===== src/rtl/spi_reg_master_if.sv =====
// Request/response bus between the harness-side requester and spi_reg_master.
interface spi_reg_master_if #(
  parameter int unsigned ADDR_W = 3,
  parameter int unsigned REG_W  = 8
) ();
  logic              start;
  logic              rw;
  logic [ADDR_W-1:0] addr;
  logic [1:0]        txn_width;
  logic [REG_W-1:0]  wdata;
  logic              busy;
  logic              done;
  logic [REG_W-1:0]  rdata;

  modport master (output start, rw, addr, txn_width, wdata,
                  input  busy, done, rdata);
  modport slave  (input  start, rw, addr, txn_width, wdata,
                  output busy, done, rdata);
endinterface


===== src/rtl/spi_reg_master.sv =====
// SPI mode-0 initiator: one command word plus one data word per request, MSB first.
module spi_reg_master #(
  parameter int unsigned ADDR_W  = 3,
  parameter int unsigned REG_W   = 8,
  parameter int unsigned CLK_DIV = 4
) (
  input  logic             clk,
  input  logic             rst,
  spi_reg_master_if.slave  bus,
  output logic             spi_cs_n,
  output logic             spi_clk,
  output logic             spi_mosi,
  input  logic             spi_miso
);
  localparam int unsigned SR_W  = 2 * REG_W;
  localparam int unsigned DIV_W = $clog2(CLK_DIV);
  localparam int unsigned BIT_W = $clog2(SR_W);

  typedef enum logic [2:0] {IDLE, SETUP, SHIFT, HOLD, GAP} state_t;

  state_t             state_q, state_d;
  logic [DIV_W-1:0]   div_q, div_d;
  logic [BIT_W-1:0]   bit_q, bit_d;
  logic [SR_W-1:0]    sr_q, sr_d;
  logic               rw_q, rw_d;
  logic               cs_n_q, cs_n_d;
  logic               sclk_q, sclk_d;
  logic               mosi_q, mosi_d;
  logic               busy_q, busy_d;
  logic               done_q, done_d;
  logic [REG_W-1:0]   rdata_q, rdata_d;
  logic [REG_W-1:0]   cmd;
  logic [REG_W-1:0]   wdata_sel;
  logic               div_end;

  // Command word: rw in the MSB, width code below it, address in the LSBs.
  always_comb begin
    cmd                 = '0;
    cmd[REG_W-1]        = bus.rw;
    cmd[REG_W-2 -: 2]   = bus.txn_width;
    cmd[ADDR_W-1:0]     = bus.addr;
    wdata_sel           = bus.rw ? bus.wdata : {REG_W{1'b0}};
  end

  always_ff @(posedge clk or posedge rst) begin
    if (rst) begin
      state_q <= IDLE;
      div_q   <= '0;
      bit_q   <= '0;
      sr_q    <= '0;
      rw_q    <= 1'b0;
      cs_n_q  <= 1'b1;
      sclk_q  <= 1'b0;
      mosi_q  <= 1'b0;
      busy_q  <= 1'b0;
      done_q  <= 1'b0;
      rdata_q <= '0;
    end else begin
      state_q <= state_d;
      div_q   <= div_d;
      bit_q   <= bit_d;
      sr_q    <= sr_d;
      rw_q    <= rw_d;
      cs_n_q  <= cs_n_d;
      sclk_q  <= sclk_d;
      mosi_q  <= mosi_d;
      busy_q  <= busy_d;
      done_q  <= done_d;
      rdata_q <= rdata_d;
    end
  end

  always_comb begin
    state_d = state_q;
    div_d   = div_q + DIV_W'(1);
    bit_d   = bit_q;
    sr_d    = sr_q;
    rw_d    = rw_q;
    cs_n_d  = cs_n_q;
    sclk_d  = sclk_q;
    mosi_d  = mosi_q;
    busy_d  = busy_q;
    done_d  = 1'b0;
    rdata_d = rdata_q;
    div_end = (div_q == DIV_W'(CLK_DIV - 1));

    case (state_q)
      IDLE: begin
        div_d = '0;
        if (bus.start) begin
          rw_d    = bus.rw;
          sr_d    = {cmd, wdata_sel};
          mosi_d  = cmd[REG_W-1];
          cs_n_d  = 1'b0;
          busy_d  = 1'b1;
          bit_d   = '0;
          state_d = SETUP;
        end
      end
      SETUP: begin
        if (div_end) begin
          div_d   = '0;
          bit_d   = '0;
          sclk_d  = 1'b1;
          state_d = SHIFT;
        end
      end
      SHIFT: begin
        if (div_end) begin
          div_d = '0;
          if (sclk_q) begin
            // Falling edge: advance MOSI, capture MISO held through the high phase.
            sclk_d = 1'b0;
            sr_d   = {sr_q[SR_W-2:0], 1'b0};
            mosi_d = sr_q[SR_W-2];
            if (!rw_q && (bit_q >= BIT_W'(REG_W)))
              rdata_d = {rdata_q[REG_W-2:0], spi_miso};
          end else if (bit_q == BIT_W'(SR_W - 1)) begin
            bit_d   = '0;
            state_d = HOLD;
          end else begin
            bit_d  = bit_q + BIT_W'(1);
            sclk_d = 1'b1;
          end
        end
      end
      HOLD: begin
        if (div_end) begin
          div_d   = '0;
          cs_n_d  = 1'b1;
          done_d  = 1'b1;
          state_d = GAP;
        end
      end
      GAP: begin
        if (div_end) begin
          div_d   = '0;
          busy_d  = 1'b0;
          state_d = IDLE;
        end
      end
      default: begin
        div_d   = '0;
        state_d = IDLE;
      end
    endcase
  end

  assign spi_cs_n  = cs_n_q;
  assign spi_clk   = sclk_q;
  assign spi_mosi  = mosi_q;
  assign bus.busy  = busy_q;
  assign bus.done  = done_q;
  assign bus.rdata = rdata_q;
endmodule


===== src/flat_wrapper.sv =====
// flat-port wrapper written by rule: the top's interface ports become plain ports
module spi_reg_master_flat 
#(
  parameter int unsigned ADDR_W  = 3,
  parameter int unsigned REG_W   = 8,
  parameter int unsigned CLK_DIV = 4
)
  (clk, rst, spi_cs_n, spi_clk, spi_mosi, spi_miso, bus_start, bus_rw, bus_addr, bus_txn_width, bus_wdata, bus_busy, bus_done, bus_rdata);
  spi_reg_master_if #(.ADDR_W(ADDR_W), .REG_W(REG_W)) bus_i ();
  input  logic clk;
  input  logic rst;
  output logic spi_cs_n;
  output logic spi_clk;
  output logic spi_mosi;
  input  logic spi_miso;
  input wire logic [$bits(bus_i.start)-1:0] bus_start;
  input wire logic [$bits(bus_i.rw)-1:0] bus_rw;
  input wire logic [$bits(bus_i.addr)-1:0] bus_addr;
  input wire logic [$bits(bus_i.txn_width)-1:0] bus_txn_width;
  input wire logic [$bits(bus_i.wdata)-1:0] bus_wdata;
  output wire logic [$bits(bus_i.busy)-1:0] bus_busy;
  output wire logic [$bits(bus_i.done)-1:0] bus_done;
  output wire logic [$bits(bus_i.rdata)-1:0] bus_rdata;
  assign bus_i.start = bus_start;
  assign bus_i.rw = bus_rw;
  assign bus_i.addr = bus_addr;
  assign bus_i.txn_width = bus_txn_width;
  assign bus_i.wdata = bus_wdata;
  assign bus_busy = bus_i.busy;
  assign bus_done = bus_i.done;
  assign bus_rdata = bus_i.rdata;
  spi_reg_master #(.ADDR_W(ADDR_W), .REG_W(REG_W), .CLK_DIV(CLK_DIV)) u_core (.clk(clk), .rst(rst), .bus(bus_i), .spi_cs_n(spi_cs_n), .spi_clk(spi_clk), .spi_mosi(spi_mosi), .spi_miso(spi_miso));
endmodule

===== config.mk =====
export PLATFORM = sky130hd
export DESIGN_NAME = spi_reg_master_flat
export DESIGN_NICKNAME = d
export VERILOG_FILES = /design/src/rtl/spi_reg_master_if.sv /design/src/rtl/spi_reg_master.sv /design/src/flat_wrapper.sv
export SDC_FILE = /design/constraint.sdc
export NUM_CORES = 1
export LEC_CHECK = 0
export ABC_AREA = 0
export CORE_MARGIN = 5
export CORE_UTILIZATION = 45
export CTS_CLUSTER_SIZE = 12
export DETAILED_ROUTE_END_ITERATION = 8
export PLACE_DENSITY = 0.69
export SLEW_MARGIN = 30
export SYNTH_ARGS = -nofsm -noshare
export SYNTH_HDL_FRONTEND = slang
export SYNTH_SLANG_ARGS = --single-unit

===== constraint.sdc =====
create_clock -name clk -period 3 [get_ports clk]
set_input_delay 0.6 -clock clk [delete_from_list [all_inputs] [get_ports clk]]
set_output_delay 0.6 -clock clk [all_outputs]
set_load 0.01 [all_outputs]

## Yosys cells after proc, flatten, opt, wreduce, memory -nomap -nowiden

Cells that the tools add are included.
W data, S select, Z words.

| word-level totals | value |
|---|---|
| bits in registers | 38 |
| input bits | 18 |
| output and inout bits | 13 |
| logic and storage cells | 82 |

| cells by class | value |
|---|---|
| add/sub/neg operators | 2 |
| $lt $le $gt $ge | 1 |
| eq/ne operators | 14 |
| muxes and demuxes | 37 |
| reductions and logical operators | 17 |

Operators by type and width:

| kind | number |
|---|---|
| $mux W15 | 3 |
| $pmux W15 S2 | 1 |
| $mux W3 | 7 |
| $mux W4 | 5 |
| $pmux W3 S5 | 1 |
| $mux W1 | 12 |
| $ne A2 B1 Y1 const B | 6 |
| $pmux W4 S3 | 1 |
| $reduce_and A3 Y1 | 3 |
| $mux W8 | 1 |
| $pmux W1 S2 | 4 |
| $reduce_and A4 Y1 | 2 |
| $reduce_bool A2 Y1 | 4 |
| $reduce_and A7 Y1 | 1 |
| $eq A3 B2 Y1 const B | 2 |
| $reduce_and A5 Y1 | 1 |
| $add A4 B1 Y4 const B | 1 |
| $eq A4 B4 Y1 const B | 1 |
| $ge A4 B4 Y1 const B | 1 |
| $mux W2 | 2 |
| $ne A2 B2 Y1 const B | 2 |
| $reduce_or A4 Y1 | 1 |
| $eq A3 B1 Y1 const B | 1 |
| $eq A3 B3 Y1 const B | 1 |
| other kinds (7) | 7 |

## Logic depth before layout (Yosys ltp)

Gate-level depths: netlist of run 1.

| logic depth | value |
|---|---|
| word-level depth | 5 |
| mapped depth | 6 |

## Least setup slack after synthesis of run 1

Ideal clock, no wire load.

| timing path | value |
|---|---|
| path type | register to register |
| start | reg u_core.div_q[0] |
| end | reg u_core.mosi_q, in the netlist u_core.spi_mosi |
| arrival time | 1.575 ns |
| slack | 1.300 ns |
| cell stages (with the launch flop) | 7 |
| cells stage by stage | dfrtp_1 ha_1 buf_6 nand3_4 a211oi_4 buf_8 mux2_4 |

| on the way | value |
|---|---|
| longest elaborated chain between the ends | 3 |

Ends and longest elaborated chain:

| item | line | text |
|---|---|---|
| start: declaration | spi_reg_master.sv:22 | `logic [DIV_W-1:0] div_q, div_d;` |
| start signal: assignment | spi_reg_master.sv:60 | `div_q <= div_d;` |
| $eq A2 B2 Y1 | spi_reg_master.sv:85 | `div_end = (div_q == DIV_W'(CLK_DIV - 1));` |
| $ne A2 B1 Y1 (no line) | n/a |  |
| $reduce_and A4 Y1 (no line) | n/a |  |
| end signal: assignment | spi_reg_master.sv:66 | `mosi_q <= mosi_d;` |
| end: declaration | spi_reg_master.sv:28 | `logic mosi_q, mosi_d;` |

Every way passes these cells.
A chain may end at the register's enable or synchronous reset.

## Worst setup path after layout of run 1

| timing path | value |
|---|---|
| start | reg u_core.sclk_q, in the netlist u_core.spi_clk |
| end | out spi_clk |

RTL lines:

| item | line | text |
|---|---|---|
| start: declaration | spi_reg_master.sv:27 | `logic sclk_q, sclk_d;` |
| start signal: assignment | spi_reg_master.sv:65 | `sclk_q <= sclk_d;` |
| end: declaration | flat_wrapper.sv:13 | `output logic spi_clk;` |

No word-level cell between the ends.

==> results of run 1 <==
## cell families (layout without fill, tap and decap cells)
logic type | count (synthesis) | after routing | share of synthesized area [%]
AND/OR/NAND/NOR | 37 | 37 | 12.96
XOR/XNOR | 2 | 2 | 0.8936
AO/OA/AOI/OAI | 15 | 15 | 6.254
buffers and inverters | 22 | 54 | 6.637
flip-flops | 38 | 38 | 48.56
adder cells (fa/ha/maj) | 3 | 3 | 1.915
multiplexers | 40 | 40 | 22.78
## cell usage in the layout, fill, tap and decap left out, types with 2 or more instances in the layout
cell,synthesis,final
mux2i_1,15,15
nor2_1,3,3
and2_1,4,4
mux2_2,21,21
mux2_4,4,4
inv_1,13,13
nand3_1,2,2
nand2_1,11,11
clkbuf_8,0,6
clkdlybuf4s50_1,0,30
a21oi_1,2,2
ha_1,3,3
o31ai_1,2,2
dfrtp_1,37,37
o21ai_0,3,3
buf_4,1,3
nor4_1,2,2
## cells in the mapped netlist (2+ instances only)
library cell	count	area share, %
dfrtp_1	37	47
mux2_2	21	12
mux2i_1	15	7.7
inv_1	13	2.5
nand2_1	11	2.1
and2_1	4	1.3
buf_6	4	2.3
mux2_4	4	3.1
ha_1	3	1.9
nor2_1	3	0.57
o21ai_0	3	0.77
a21oi_1	2	0.51
buf_2	2	0.51
nand3_1	2	0.51
nor4_1	2	0.64
o31ai_1	2	0.77
## through the flow
stage / area (µm²) / util, % / worst slack, ns / hold slack (ns)
floorplan: 1961 / - / 1.300 / 0.4150
global placement: 2267 / 52.80 / 0.7607 / 0.4268
detailed placement: 2267 / 52.80 / 0.6947 / 0.4374
CTS: 2362 / 55.01 / 0.9349 / 0.4493
global route: 2362 / 55.01 / 0.8671 / 0.4522
finish: 2362 / 55.01 / 0.9442 / 0.4428
## sequential cells by signal (all words and copies together) (netlist names)
name and flops:
u_core.bit_q 4, u_core.spi_clk 1, u_core.bus.rdata 8, u_core.div_q 2, u_core.state_q 3, u_core.rw_q 1
u_core.bus.done 1, u_core.spi_cs_n 1, u_core.bus.busy 1, u_core.sr_q 15, u_core.spi_mosi 1
## routing by layer
metal / vias to the layer above / part of all wire, % / GRT usage [%]
li1: 606 / - / -
met1: 625 / 46 / 15.51
met2: 29 / 50 / 20.55
met3: 4 / 4.2 / 4.492
met4: 0 / 0.56 / 3.737
met5: - / 0 / 0
## layout make-up
class | instances | area (µm²)
flip-flops and latches | 38 | 952.2
well taps | 52 | 65.06
clock buffers | 6 | 82.58
inverters | 13 | 48.80
fillers | 366 | 1932
multi-input cells | 97 | 878.3
clock inverters | 2 | 12.51
repair buffers | 33 | 322.8
## power breakdown
group | internal (mW) | switching (mW) | total (mW)
clock network | 0.185 | 0.174 | 0.359
registers | 0.520 | 0.00396 | 0.524
logic | 0.0327 | 0.0217 | 0.0543
## final timing paths
| check | start | end | slack (ns) |
|---|---|---|---|
| max | u_core.spi_clk | spi_clk | 0.94 |
| max in group asynchronous | rst | u_core.spi_cs_n | 1.92 |
| min | u_core.div_q[0] | u_core.div_q[0] | 0.44 |
| max reg2reg | u_core.div_q[0] | u_core.sr_q[8] | 1.00 |
| min reg2reg | u_core.div_q[0] | u_core.div_q[0] | 0.44 |
| min in group asynchronous | rst | u_core.sr_q[0] | 0.72 |
==> impl_metrics.csv, run 1 <==
group,metric,value,unit
setup_path,critical_path.cell_chain,"clkdlybuf4s50_1",
timing,setup_tns,0,ns
timing,finalCriticalPeriod,2.056,ns
floorplan,coreArea,4294,µm²
setup_path,cp-end-kind,"output port",
drt,drc,0,
logic_synthesis,yosysWarnings,0,
timing,tightestPinTransition,0.4893,ns
final_layout,nNetsFinal,209,
drt,drt_iter0_markers,120,
drt,drt-total-wl,3.398,mm
logic_synthesis,syn_area_per_cell,12.49,µm²
place,portBuffers,30,
setup_path,critPathTopFamily,"buffers and inverters",
drt,antenna_left,0,
final_layout,fin_cells,241,
global_routing,overflow,0,
setup_path,cp_num_cells,1,
clock_tree,clockBufferDepth,2,
clock_tree,cts_root_buf,"clkbuf_8",
floorplan,row_count,24,
clock_tree,numCtsBuffers,5,
timing,fmax,486.4,MHz
clock_tree,clock-sinks,38,
timing,rsz0062_at_grt,"false",
global_routing,grt_max_degree,39,
place,place_congestion,0.7997,
flow_run,max-cap-violations,0,
logic_synthesis,synthFlopType,"dfrtp_1",
floorplan,die_x,76.01,µm
setup_path,crit_path_start_kind,"flip-flop",
timing,relSlewSlack,67.38,%
global_routing,antenna_found_initial,0,
drt,firstDrtPassIters,4,
place,hpwl,2.368,mm
power_and_ir_drop,finalPower,936.4,µW
power_and_ir_drop,ir_worst_vdd,0.2223,mV
drt,wl_per_cell,14.10,µm
global_routing,grt_pass1_wl,6.016,mm
power_and_ir_drop,power_density,396.4,nW/µm²
logic_synthesis,syn_nets,178,
status,status,"finished, final reports clean",
logic_synthesis,synth_area,1961,µm²
setup_path,crit_type,"reg2out",
clock_tree,clk_latency,0.28,ns
setup_path,cpMaxStageDelayCell,"clkdlybuf4s50_1",
floorplan,floorplan.initialDensity,45.66,%
final_layout,antenna_cells,0,
clock_tree,post_cts_buffers,0,
timing,finalCritPeriodShare,68.53,%
logic_synthesis,synth_edf_count,0,
clock_tree,clk_transition_reported_paths,0.08,ns
clock_tree,cts_tree,"yes",
setup_path,required,2.40,ns
clock_tree,ctsResizeCount,0,
clock_tree,cts_htree_levels,2,
logic_synthesis,synth_cells,157,
place,numPlacedInstances,233,
floorplan,io_pins,31,
clock_tree,ctsHoldBuffers,0,
final_layout,area_delta_synth_final,20.49,%
timing,setup_violations,0,
floorplan,die_area,5777,µm²
setup_path,r2r.worst_path.cells,5,
floorplan,die_h,76.01,µm
setup_path,cp_data_arrival_time,1.46,ns
setup_path,path_buf_inv,1,
worst_hold_path,hold-path-cell-count,1,
logic_synthesis,ys_ff_latch,38,
global_routing,grt_util_all_layers,12.57,%
logic_synthesis,synthArstFlopShare,100.0,%
timing,finalHoldViolCount,0,
drt,num_vias,1264,
setup_path,path_max_fanout,11,
worst_hold_path,min_path_type,"reg2reg",
global_routing,grt_pass1_vias,1322,
logic_synthesis,synth-seq-area-share,48.56,%
timing,slew_violations,0,
final_layout,drive_above_1_share,22.75,%
logic_synthesis,ys_types,45,
setup_path,max_stage_delay,0.61,ns
drt,viasPerCell,5.245,
timing,fin_skew,0.008777,ns
power_and_ir_drop,leakage,1.091,nW
No activity file was read; power rests on OpenSTA's default activity.
==> run 2, diff against run 1 <==
--- a/config.mk
+++ b/config.mk
@@ -10,7 +10,7 @@
 export CORE_UTILIZATION = 45
 export CTS_CLUSTER_SIZE = 12
 export DETAILED_ROUTE_END_ITERATION = 8
-export PLACE_DENSITY = 0.69
+export PLACE_DENSITY = 0.71
 export SLEW_MARGIN = 30
 export SYNTH_ARGS = -nofsm -noshare
 export SYNTH_HDL_FRONTEND = slang
==> constraint.sdc (replaced) <==
create_clock -name clk -period 1.82 [get_ports clk]
set_input_delay 0.364 -clock clk [delete_from_list [all_inputs] [get_ports clk]]
set_output_delay 0.364 -clock clk [all_outputs]
set_load 0.01 [all_outputs]
==> impl_metrics.csv, run 2 (same netlist as run 1, synthesis figures left out) <==
group,metric,value,unit
timing,finalCritPeriodShare,94.98,%
timing,finalCriticalPeriod,1.729,ns
clock_tree,ctsHoldBuffers,0,
global_routing,grt_util_all_layers,12.88,%
worst_hold_path,min_path_type,"in2async",
floorplan,row_count,24,
power_and_ir_drop,leakage,1.156,nW
place,hpwl,2.639,mm
timing,relSlewSlack,76.62,%
drt,top_layer_used,"met4",
final_layout,final_area,2476,µm²
timing,rsz0062_at_grt,"false",
clock_tree,ctsResizeCount,0,
timing,finalHoldViolCount,0,
timing,setup_tns,0,ns
drt,antenna_left,0,
clock_tree,clockBufferDepth,2,
timing,slew_violations,0,
floorplan,io_pins,31,
clock_tree,clock-sinks,38,
setup_path,required,1.46,ns
timing,whs,0.4295,ns
drt,drt-total-wl,3.537,mm
setup_path,max_stage_delay,0.54,ns
power_and_ir_drop,ir_worst_vdd,0.4537,mV
final_layout,fin_cells,250,
global_routing,overflow,0,
clock_tree,cts_root_buf,"clkbuf_8",
power_and_ir_drop,power_density,624.7,nW/µm²
clock_tree,clk_latency,0.29,ns
setup_path,cpMaxStageDelayCell,"dfstp_2",
drt,viasPerCell,5.152,
floorplan,die_x,76.01,µm
place,dpl_cell_area,2365,µm²
place,place_congestion,0.8258,
drt,drc,0,
setup_path,cp_data_arrival_time,1.36,ns
setup_path,critPathTopFamily,"flip-flops",
global_routing,grt_max_degree,39,
flow_run,max-cap-violations,0,
timing,fin_skew,0.006229,ns
drt,met3_length,94,µm
global_routing,antenna_found_initial,0,
final_layout,drive_above_1_share,25.76,%
clock_tree,cts_tree,"yes",
clock_tree,cts_htree_levels,2,
setup_path,critical_path.cell_chain,"clkdlybuf4s50_1",
timing,tightestPinTransition,0.3496,ns
status,status,"finished, final reports clean",
floorplan,floorplan.initialDensity,45.66,%
setup_path,path_buf_inv,1,
setup_path,crit_path_start_kind,"flip-flop",
place,numPlacedInstances,241,
timing,fmax,578.5,MHz
setup_path,cp-end-kind,"output port",
drt,met1Wirelength,1.469,mm
final_layout,largest_reg_flops,15,
floorplan,die_area,5777,µm²
clock_tree,post_cts_buffers,0,
clock_tree,clk_transition_reported_paths,0.07,ns
final_layout,layout_commonest_cell,"dfrtp_1",
final_layout,antenna_cells,0,
floorplan,coreArea,4294,µm²
timing,setup_violations,0,
drt,drt_iter0_markers,59,
setup_path,path_max_fanout,3,
final_layout,max_flop_register,"u_core.sr_q",
final_layout,area_delta_synth_final,26.29,%
drt,num_vias,1288,
floorplan,die_h,76.01,µm
global_routing,grt_pass1_wl,6.196,mm
drt,firstDrtPassIters,5,
global_routing,grt_pass1_vias,1418,
final_layout,nNetsFinal,218,
final_layout,final_cell_mix,"37 x dfrtp_1, 30 x clkdlybuf4s50_1, 21 x mux2_2",
drt,route.met2.wl,1.924,mm
place,portBuffers,30,
clock_tree,numCtsBuffers,5,
setup_path,crit_type,"reg2out",
final_layout,final_util,57.66,%
drt,wl_per_cell,14.15,µm
==> run 2: changes by cell type in the layout (fill, tap and decap cells not counted), sizes merged <==
cell,before,now
buf,3,12
clkbuf,6,7
clkinvlp,1,0
==> run 2: path summary, 6_finish.rpt <==
check | startpoint | to | slack [ns] | depth (start not counted)
worst min register to register | u_core.div_q[0] | u_core.div_q[0] | 0.44 | 1
worst max register to register | u_core.state_q[1] | u_core.sr_q[9] | 0.12 | 4
worst min-delay path | rst | u_core.sr_q[0] | 0.43 | 3
min in group clk | u_core.div_q[0] | u_core.div_q[0] | 0.44 | 1
max in group asynchronous | rst | u_core.spi_cs_n | 1.14 | 3
worst max-delay path | u_core.spi_cs_n | spi_cs_n | 0.09 | 1
==> run 2: stage by stage <==
| stage | total power [mW] | worst slack (ns) |
|---|---|---|
| floorplan | 0.9185 | 0.1198 |
| global placement | 0.9734 | -0.03855 |
| detailed placement | 0.9765 | -0.03739 |
| CTS | 1.566 | 0.003631 |
| global route | 1.605 | 0.05333 |
| finish | 1.547 | 0.09139 |
==> run 2: final cells by class <==
| class | count | area, µm² |
|---|---|---|
| clock buffers | 7 | 86.33 |
| multi-input cells | 97 | 878.3 |
| clock inverters | 1 | 5.005 |
| well taps | 52 | 65.06 |
| inverters | 13 | 48.80 |
| flip-flops and latches | 38 | 952.2 |
| fillers | 348 | 1818 |
| repair buffers | 42 | 440.4 |
==> run 2: per-layer routing <==
layer,up-vias,GRT usage [%]
li1,625,-
met1,637,14.86
met2,21,22.60
met3,5,3.428
met4,0,4.804
met5,-,0
==> run 2: report_power, final <==
| part | total [mW] | leakage, nW | internal [mW] | switching [mW] |
|---|---|---|---|---|
| Sequential | 0.864 | 0.494 | 0.857 | 0.00717 |
| Combinational | 0.0943 | 0.614 | 0.0582 | 0.0361 |
| Clock | 0.589 | 0.0482 | 0.305 | 0.283 |
| Total | 1.55 | 1.16 | 1.22 | 0.327 |
==> run 3, diff against run 2 <==
--- a/config.mk
+++ b/config.mk
@@ -8,6 +8,7 @@
 export ABC_AREA = 0
 export CORE_MARGIN = 5
 export CORE_UTILIZATION = 45
+export CTS_CLUSTER_DIAMETER = 120
 export CTS_CLUSTER_SIZE = 12
 export DETAILED_ROUTE_END_ITERATION = 8
 export PLACE_DENSITY = 0.71
==> results of run 3 <==
Same layout as run 2: the final DEF is identical, and so are final timing and power.
